## config.mk

```make
export PLATFORM = sky130hd
export DESIGN_NAME = bin_to_bcd8_flat
export DESIGN_NICKNAME = d
export VERILOG_FILES = /design/src/rtl/bin_to_bcd8_pkg.sv /design/src/rtl/bin_to_bcd8_if.sv /design/src/rtl/bin_to_bcd8_digit_adj.sv /design/src/rtl/bin_to_bcd8.sv /design/src/flat_wrapper.sv
export SDC_FILE = /design/constraint.sdc
export NUM_CORES = 1
export LEC_CHECK = 0
export ABC_AREA = 1
export BUFFER_PORTS_ARGS = -buffer_cell sky130_fd_sc_hd__buf_4
export CELL_PAD_IN_SITES_DETAIL_PLACEMENT = 0
export CELL_PAD_IN_SITES_GLOBAL_PLACEMENT = 1
export CORE_MARGIN = 3
export CORE_UTILIZATION = 40
export DETAILED_ROUTE_END_ITERATION = 10
export PLACE_DENSITY_LB_ADDON = 0.1
export SYNTH_ARGS = -nofsm -noshare
export SYNTH_HDL_FRONTEND = slang
export SYNTH_SLANG_ARGS = --single-unit
```

## constraint.sdc

```tcl
create_clock -name clk -period 1.5 [get_ports clk]
set_input_delay 0.3 -clock clk [delete_from_list [all_inputs] [get_ports clk]]
set_output_delay 0.3 -clock clk [all_outputs]
set_load 0.02 [all_outputs]
```

## src/rtl/bin_to_bcd8_pkg.sv

```systemverilog
// Shared types and constants for the sequential binary-to-BCD converter.
// Saturation is selected with the BIN_TO_BCD8_SAT_EN macro in bin_to_bcd8.sv.
package bin_to_bcd8_pkg;

    typedef enum logic [1:0] {
        IDLE,
        CONV,
        DONE
    } state_t;

    localparam int          BCD_DIGITS  = 8;
    localparam logic [26:0] BCD_MAX_DEC = 27'd99_999_999;
    localparam logic [31:0] BCD_SAT     = 32'h9999_9999;

endpackage

```

## src/rtl/bin_to_bcd8_if.sv

```systemverilog
// Request/result bus between a producer and the binary-to-BCD converter.
// The result side wires straight to the display driver's data/disp_en.
interface bin_to_bcd8_if #(
    parameter int BIN_W = 27
);

    logic             start;
    logic [BIN_W-1:0] bin;
    logic [31:0]      bcd;
    logic             disp_en;
    logic             busy;
    logic             done;
    logic             overflow;

    modport master (
        output start, bin,
        input  bcd, disp_en, busy, done, overflow
    );

    modport slave (
        input  start, bin,
        output bcd, disp_en, busy, done, overflow
    );

endinterface

```

## src/rtl/bin_to_bcd8_digit_adj.sv

```systemverilog
// Double-dabble nibble corrector: values 5..15 get +3, no carry out.
// Instantiated once per scratch digit by bin_to_bcd8.
module bcd_digit_adj (
    input  logic [3:0] d,
    output logic [3:0] q
);

    assign q = (d >= 4'd5) ? d + 4'd3 : d;

endmodule

```

## src/rtl/bin_to_bcd8.sv

```systemverilog
// Iterative shift-and-add-3 binary to 8-digit BCD converter, double-buffered.
// Define BIN_TO_BCD8_SAT_EN to clamp overflowing inputs to 9999_9999.
module bin_to_bcd8 #(
    parameter int BIN_W = 27
) (
    input  logic   clk,
    input  logic   reset_n,
    bin_to_bcd8_if.slave bus
);

    import bin_to_bcd8_pkg::*;

    localparam int            CW       = $clog2(BIN_W);
    localparam logic [CW-1:0] CNT_INIT = CW'(BIN_W - 1);

    state_t           state_q;
    state_t           state_d;
    logic [CW-1:0]    cnt_q;
    logic [BIN_W-1:0] shift_q;
    logic [31:0]      scratch_q;
    logic [31:0]      scratch_adj;
    logic [31:0]      scratch_nxt;
    logic [31:0]      bcd_q;
    logic [31:0]      bcd_load;
    logic             disp_en_q;
    logic             done_q;
    logic             ovf_q;
    logic             accept;
    logic             last;

    for (genvar i = 0; i < BCD_DIGITS; i++) begin : g_adj
        bcd_digit_adj u_adj (
            .d (scratch_q[4*i +: 4]),
            .q (scratch_adj[4*i +: 4])
        );
    end

    // Bit 31 of the adjusted scratch falls off: result is bin mod 10^8.
    assign scratch_nxt = {scratch_adj[30:0], shift_q[BIN_W-1]};

`ifdef BIN_TO_BCD8_SAT_EN
    assign bcd_load = ovf_q ? BCD_SAT : scratch_nxt;
`else
    assign bcd_load = scratch_nxt;
`endif

    assign accept = (state_q == IDLE) && bus.start;
    assign last   = (state_q == CONV) && (cnt_q == '0);

    always_comb begin
        state_d = state_q;
        unique case (state_q)
            IDLE:    if (bus.start) state_d = CONV;
            CONV:    if (cnt_q == '0) state_d = DONE;
            DONE:    state_d = IDLE;
            default: state_d = IDLE;
        endcase
    end

    always_ff @(posedge clk or negedge reset_n) begin
        if (!reset_n) state_q <= IDLE;
        else          state_q <= state_d;
    end

    // Output bank loads on the final shift so it is visible in DONE.
    always_ff @(posedge clk or negedge reset_n) begin
        if (!reset_n) begin
            cnt_q     <= '0;
            shift_q   <= '0;
            scratch_q <= '0;
            bcd_q     <= '0;
            disp_en_q <= 1'b0;
            done_q    <= 1'b0;
            ovf_q     <= 1'b0;
        end else begin
            done_q <= last;
            if (accept) begin
                shift_q   <= bus.bin;
                scratch_q <= '0;
                cnt_q     <= CNT_INIT;
                ovf_q     <= 27'(bus.bin) > BCD_MAX_DEC;
            end else if (state_q == CONV) begin
                scratch_q <= scratch_nxt;
                shift_q   <= shift_q << 1;
                cnt_q     <= cnt_q - CW'(1);
            end
            if (last) begin
                bcd_q     <= bcd_load;
                disp_en_q <= 1'b1;
            end
        end
    end

    assign bus.bcd      = bcd_q;
    assign bus.disp_en  = disp_en_q;
    assign bus.busy     = (state_q != IDLE);
    assign bus.done     = done_q;
    assign bus.overflow = ovf_q;

endmodule
```

## src/flat_wrapper.sv

```systemverilog
// flat-port wrapper written by rule: the top's interface ports become plain ports
module bin_to_bcd8_flat import bin_to_bcd8_pkg::*;
#(
    parameter int BIN_W = 27
)
  (clk, reset_n, bus_start, bus_bin, bus_bcd, bus_disp_en, bus_busy, bus_done, bus_overflow);
  bin_to_bcd8_if #(.BIN_W(BIN_W)) bus_i ();
  input  logic clk;
  input  logic reset_n;
  input wire logic [$bits(bus_i.start)-1:0] bus_start;
  input wire logic [$bits(bus_i.bin)-1:0] bus_bin;
  output wire logic [$bits(bus_i.bcd)-1:0] bus_bcd;
  output wire logic [$bits(bus_i.disp_en)-1:0] bus_disp_en;
  output wire logic [$bits(bus_i.busy)-1:0] bus_busy;
  output wire logic [$bits(bus_i.done)-1:0] bus_done;
  output wire logic [$bits(bus_i.overflow)-1:0] bus_overflow;
  assign bus_i.start = bus_start;
  assign bus_i.bin = bus_bin;
  assign bus_bcd = bus_i.bcd;
  assign bus_disp_en = bus_i.disp_en;
  assign bus_busy = bus_i.busy;
  assign bus_done = bus_i.done;
  assign bus_overflow = bus_i.overflow;
  bin_to_bcd8 #(.BIN_W(BIN_W)) u_core (.clk(clk), .reset_n(reset_n), .bus(bus_i));
endmodule
```

Word level (Yosys, flattened, before mapping)
Cells that the tools add are included.
- bits in writable memories: 0
- input bits: 30
- memory bits (read-only): 0
- word-level logic and storage cells: 53
- memories: 0
- register bits after elaboration: 101
- latch bits: 0
- output and inout bits: 36
- divide/modulo/power cells: 0
- order comparisons: 9
- shift-type cells: 0
- muxes and demuxes: 17
- multiply operators: 0
- eq/ne operators: 3
- bitwise gates (word level): 0
- add/subtract/negate cells: 9
- reductions and logical operators: 7
- operators by type and width (kind ; number):
    $mux 32 ; 2
    $mux 27 ; 2
    $ge 4x3->1 const B ; 8
    $add 4x2->4 const B ; 7
    $mux 4 ; 7
    $gt 27x27->1 const B ; 1
    $mux 5 ; 2
    $logic_not 5->1 ; 1
    $sub 5x1->5 const B ; 1
    $mux 2 ; 2
    $pmux 2 s2 ; 1
    $reduce_bool 2->1 ; 2
    $add 3x2->3 const B ; 1
    $mux 3 ; 1
    $eq 2x1->1 const B ; 1
    $logic_and 1x1->1 ; 2
    $logic_not 2->1 ; 1
    $ne 2x1->1 const B ; 1
    $ne 2x2->1 const B ; 1
    $reduce_and 2->1 ; 1

Depth between registers and ports, before layout
- word-level depth: 4
- depth in mapped cells: 9
- gate-level depth less buffers: 9

Hierarchy
A second synthesis with hierarchy kept.
- cell total of the unflattened synthesis: 648
- area total of the unflattened synthesis: 5562.8 sq um
- modules (own cells, without submodules) (module ; cells an instance ; times used ; area an instance (sq um) ; sequential area each (sq um)):
    bin_to_bcd8 ; 464 ; 1 ; 4481.8 ; 2527.4
    bcd_digit_adj ; 23 ; 8 ; 135.1 ; 0.0

Worst setup path before layout
Ideal clock, no wire load.
- kind: flip-flop to flip-flop
- from: register u_core.cnt_q[0]
- to: register u_core.bcd_q[0] (netlist: u_core.bus.bcd[0])
- data required time: 1.382 ns
- buffers on the path: 1
- slack: -0.029 ns
- data arrival time: 1.411 ns
- setup time: 0.118 ns
- cell stages (with the launch flop): 10
- clock period less this slack: 1.529 ns
- cells stage by stage: dfrtp_1 > inv_1 > ha_1 > nand3_1 > or2_4 > nor2_8 > inv_4 > buf_6 > nand2_1 > o21ai_2
- word-level cells in the longest chain between the ends: 2
- RTL lines (what ; RTL line ; text):
    start, declared ; bin_to_bcd8.sv:18 ; logic [CW-1:0] cnt_q;
    start signal, assigned ; bin_to_bcd8.sv:85 ; cnt_q <= cnt_q - CW'(1);
    $logic_not 5->1 ; bin_to_bcd8.sv:48 ; assign last = (state_q == CONV) && (cnt_q == '0);
    $logic_and 1x1->1 ; bin_to_bcd8.sv:48 ;
    via u_core.last ; bin_to_bcd8.sv:29 ; logic last;
    end signal, assigned ; bin_to_bcd8.sv:88 ; bcd_q <= bcd_load;
    end, declared ; bin_to_bcd8.sv:23 ; logic [31:0] bcd_q;
The timed path passes the listed nets, and every way through them passes these cells.
A chain may end at the register's enable or synchronous reset.

Worst setup path after layout
- from: register u_core.cnt_q[1]
- to: register u_core.bcd_q[8] (netlist: u_core.bus.bcd[8])
Same word-level chain as after synthesis.

==> results.md <==
STA:
- The final clock skew is 4.591 ps.
- For the pin with the worst max-slew slack, the measured transition is 442.0 ps.
- The final hold violation count is 0.
- Headroom to the max-slew limit came out at just over 70%.
- In the finished design, the share of the clock period the worst path needs comes to 101.1%.
- The time the final worst path needs with I/O delays and setup is 1516 ps.
- Across all hold checks on the routed design, the worst slack comes to between 150 and 200 ps.
- The final setup violation count is 4.
- The number of pins exceeding their max-slew limit in the final report is 0.
- The timing-limited maximum frequency is around 0.66 GHz.
- In the post-route analysis, the smallest setup slack over all paths is -16.18 ps.
- Setup repair after global routing could not meet its margin everywhere.

Final layout:
- Fill cells in the final layout number about 1100.
- From synthesis to final layout, the design area changed by 27.17%.
- The number of nets in the layout is 677.
- The area of combinational cells with multiple inputs is 2105 µm².
- The fraction of layout cells with a size suffix above 1 is a little over 30%.
- 0 antenna diodes ended up in the layout.
- The library cells used most frequently in the layout, excluding fill and tap cells, are nand2_1 (112), dfrtp_1 (100), buf_4 (88).
- Measured on the finished design, the core utilization comes to a little over half.
- The storage element area is about 2500 µm².
- The library cell used most frequently in the layout, excluding fill and tap cells, is nand2_1.
- The post-route cell area is roughly 6300 µm².
- The final non-filler cell total is 775.

Synthesis:
- Summing every instance area after synthesis gives about 5000 µm².
- Yosys printed 0 warnings.
- The largest area contributor in the synthesized netlist is dfrtp_1.
- The share of synthesized flip-flops with an asynchronous set or reset is 100.0%.
- The synthesized netlist devotes ~4.3% of its cell area to adder and majority cells.
- The post-synth net total is 589.
- The synthesized netlist devotes 17.69% of its cell area to compound gates.
- The area share of xor/xnor cells in the synthesized design is roughly 2.3%.
- Summing the areas of all and, or, nand and nor instances in the mapped netlist gives between 15 and 20% of the synthesized area.
- Counting flops with a built-in enable in the synthesized netlist gives 0.
- Measured against the total synthesized area, the mux share comes to 0%.
- After synthesis, flip-flops and latches occupy 51.33% of the total area.
- After synthesis, the cell types taking the most area are dfrtp_1 (51%), nand2_1 (11%), inv_1 (5.6%).
- The share of the synthesized area in the top cell type is 51.33%.
- The largest family of logic cells by synthesized area is compound AO/OA/AOI/OAI gates.
- After synthesis, the netlist uses 30 different library cells.
- Among all flip-flop cells after synthesis, the most frequent one is dfrtp_1.
- The post-synthesis area per instance is between 9 and 10 µm².
- Counting every instance in the synthesized netlist gives between 500 and 600.
- The register bit total from synthesis is 101.

Routing:
- The total length of routed wires is 11480 µm.
- The pre-antenna-repair detailed-routing pass consisted of 4 iterations.
- The count of nets left with antenna violations once routing finished came out at 0.
- The number of DRC markers after the initial detailed-route iteration is ~220.
- The post-detailed-route via-to-cell ratio is about 5.0.
- The detailed-route via count is ~3900.
- After detailed routing, the average wire length per cell comes to 14.81 µm.
- After detailed routing, the number of remaining DRC violations is 0.

Critical path:
- The cell family contributing the most delay on the critical path is simple AND/OR/NAND/NOR gates.
- The cell type with the highest occurrence count on the critical path is nand2_1.
- The data required time of the worst path is roughly 1700 ps.
- The setup path with the least slack is of type reg -> reg.
- The count of buffering cells on the critical path with inverters included is 3.
- In this run the worst path has a maximum fanout of 8.
- The element type at the critical path end is a flip-flop.
- The signal arrival time at the worst endpoint is 1750 ps.
- The delay of the slowest cell on the worst path is 390 ps.
- The startpoint type of the worst setup path is a flip-flop.
- Among all stages on the critical path, the largest delay is contributed by dfrtp_1.
- Walking the worst path, the cells encountered are inv_2, ha_4, nand3_2, or2_4, nor2_8, buf_12, clkinv_16, nand2_1, nand2_1.

Place:
- Summing all placed instances gives a cell area of about 5700 µm².
- The instance count after placement with tap cells included is between 700 and 800.
- During placement, the flow inserted port buffers numbering 65.
- Detailed placement ended at an HPWL of about 7700 µm.
- At the end of routability-driven placement, the weighted congestion stood at roughly 0.83.

Power and ir drop:
- Registers are responsible for about a third of the overall power.
- The worst vdd rail ir drop is ~0.76 mV.
- Net switching is 41.44% of the power.
- The total power of the final layout is 13.65 mW.
- The analysis attributes to cell leakage a power of around 3.1 nW.
- The reported net switching power is between 5 and 6 mW.
- The cell area power density is approximately 2200 nW/µm².
- The logic gate share of total power is between 40% and 50%.
- The clock share of power is between 10% and 20%.
- Cell internal power was estimated by the tool at between 7 and 8 mW.

Clock tree:
- The cell chosen for the clock root is clkbuf_16.
- The later pin in the worst-skew pair is clocked with a latency of around 340 ps.
- The number of sinks handled by clock tree synthesis is approximately 100.
- The clock transition at the registers of the reported paths is ~60 ps.
- The H-tree generated during clock tree synthesis spans 3 levels.
- The TritonCTS clock tree is built.
- In this run the deepest clock path goes through 2 buffers.
- The number of buffers added by the clock tree synthesis step is 9.

Global routing:
- The first global-routing pass estimated approximately 19000 µm of wire.
- The largest net degree at the start of global routing is 39.
- The global-route usage over all layers is between 10% and 20%.
- The total overflow left after global routing is 0.
- The via count of the first global-routing pass was just under 4000.
- The number of antenna violations at the first check in global routing is 0.

Floorplan:
- Pin placement for this block handled 66 I/O pins.
- The vertical extent of the die is 116.9 µm.
- The area enclosed by the die boundary is between 10000 and 15000 µm².
- The core region is approximately 12000 µm².
- The starting density of the core is between 40% and 50%.
- The floorplan has 39 rows.
- In this run the horizontal extent of the chip is roughly 120 µm.

Worst hold path:
- In this run the worst hold path is classified as in -> reg.

Run status:
- The flow ran to the end, but the final reports show violations.
- The final reports fail on negative setup slack.

Run:
- The number of violations of the max-capacitance limit is 0.
==> worst min-delay path, delay by kind of cell <==
kind            cells  cell delay, ps
buf+inv             1              80
compound gates      1              60
simple gates        1              40
==> final timing paths <==
path,startpoint,endpoint,slack [ps],cells after the start
max,u_core.cnt_q[1]$_DFFE_PN0P_,u_core.bus.bcd[8]$_DFFE_PN0P_,-20,9
min,bus_bin[0],u_core.shift_q[0]$_DFFE_PN0P_,170,3
max reg2reg,u_core.cnt_q[1]$_DFFE_PN0P_,u_core.bus.bcd[8]$_DFFE_PN0P_,-20,9
min reg2reg,u_core.bus.disp_en$_DFFE_PN0P_,u_core.bus.disp_en$_DFFE_PN0P_,470,1
max in group asynchronous,reset_n,u_core.shift_q[6]$_DFFE_PN0P_,560,3
min in group asynchronous,reset_n,u_core.bus.bcd[23]$_DFFE_PN0P_,450,2
==> cell families (layout without fill, tap and decap cells) <==
| kind of cell | count (synthesis) | count (layout) |
|---|---|---|
| AND/OR/NAND/NOR | 183 | 183 |
| AO/OA/AOI/OAI | 128 | 128 |
| flip-flops | 101 | 101 |
| buffers and inverters | 100 | 190 |
| adder cells (fa/ha/maj) | 17 | 17 |
| XOR/XNOR | 13 | 13 |
==> synth_stat cells (all sizes together) (2+ instances only) <==
cell and number:
a21boi 3, a21oi 8, a22oi 7, buf 16, clkbuf 5, dfrtp 101
ha 17, inv 79, nand2 140, nand3 11, nand4 2, nor2 25
o211ai 4, o21ai 63, o221ai 16, o22ai 27, or2 4, xor2 13
==> state kept, by name, summed over array words and instances, names as in the netlist <==
signal / count
u_core.bus.disp_en: 1
u_core.bus.overflow: 1
u_core.bus.done: 1
u_core.bus.bcd: 32
u_core.cnt_q: 5
u_core.state_q: 2
u_core.shift_q: 27
u_core.scratch_q: 32
==> layer usage <==
metal  up-vias  part of all wire [%]  global-route usage [%]
li1       1943                     -                       -
met1      1851                    46                   23.40
met2        89                    48                   28.52
met3         4                   5.6                   4.884
met4         0                  0.46                   3.211
met5         -                     0                       0
==> repair_timing <==
| action | in CTS | in global routing |
|---|---|---|
| buffers inserted | 2 | 5 |
| endpoints found under the hold margin | 26 | 0 |
| hold buffers | 1 | 0 |
| pin swaps | 2 | 8 |
| gates resized for setup | 8 | 46 |
| gates cloned | 1 | 2 |
| endpoints found under the setup margin | 35 | 58 |
==> power groups by stage <==
stage	Clock (mW)	Combinational, mW	Sequential, mW
after floorplan	0	4.00	4.88
after global placement	0	6.05	4.60
after detailed placement	0	6.23	4.62
after CTS	2.41	6.32	4.59
after global routing	2.50	7.57	4.77
final	2.33	6.68	4.64
==> final cells by class <==
class	count	share of cell area [%]
repair inverters	3	0.8393
inverters	79	5.076
well taps	143	2.858
clock buffers	11	4.037
repair buffers	95	12.63
flip-flops and latches	101	40.39
multi-input cells	341	33.61
clock inverters	2	0.5596
==> per-stage QoR <==
step,setup TNS [ps],setup WS (ps)
after floorplan,0,4.129
after global placement,-1500,-62.20
after detailed placement,-2833,-112.1
after CTS,0,2.274
after global routing,-1900,-78.06
final,-38.42,-16.18
(Power assumes the default switching activity.)
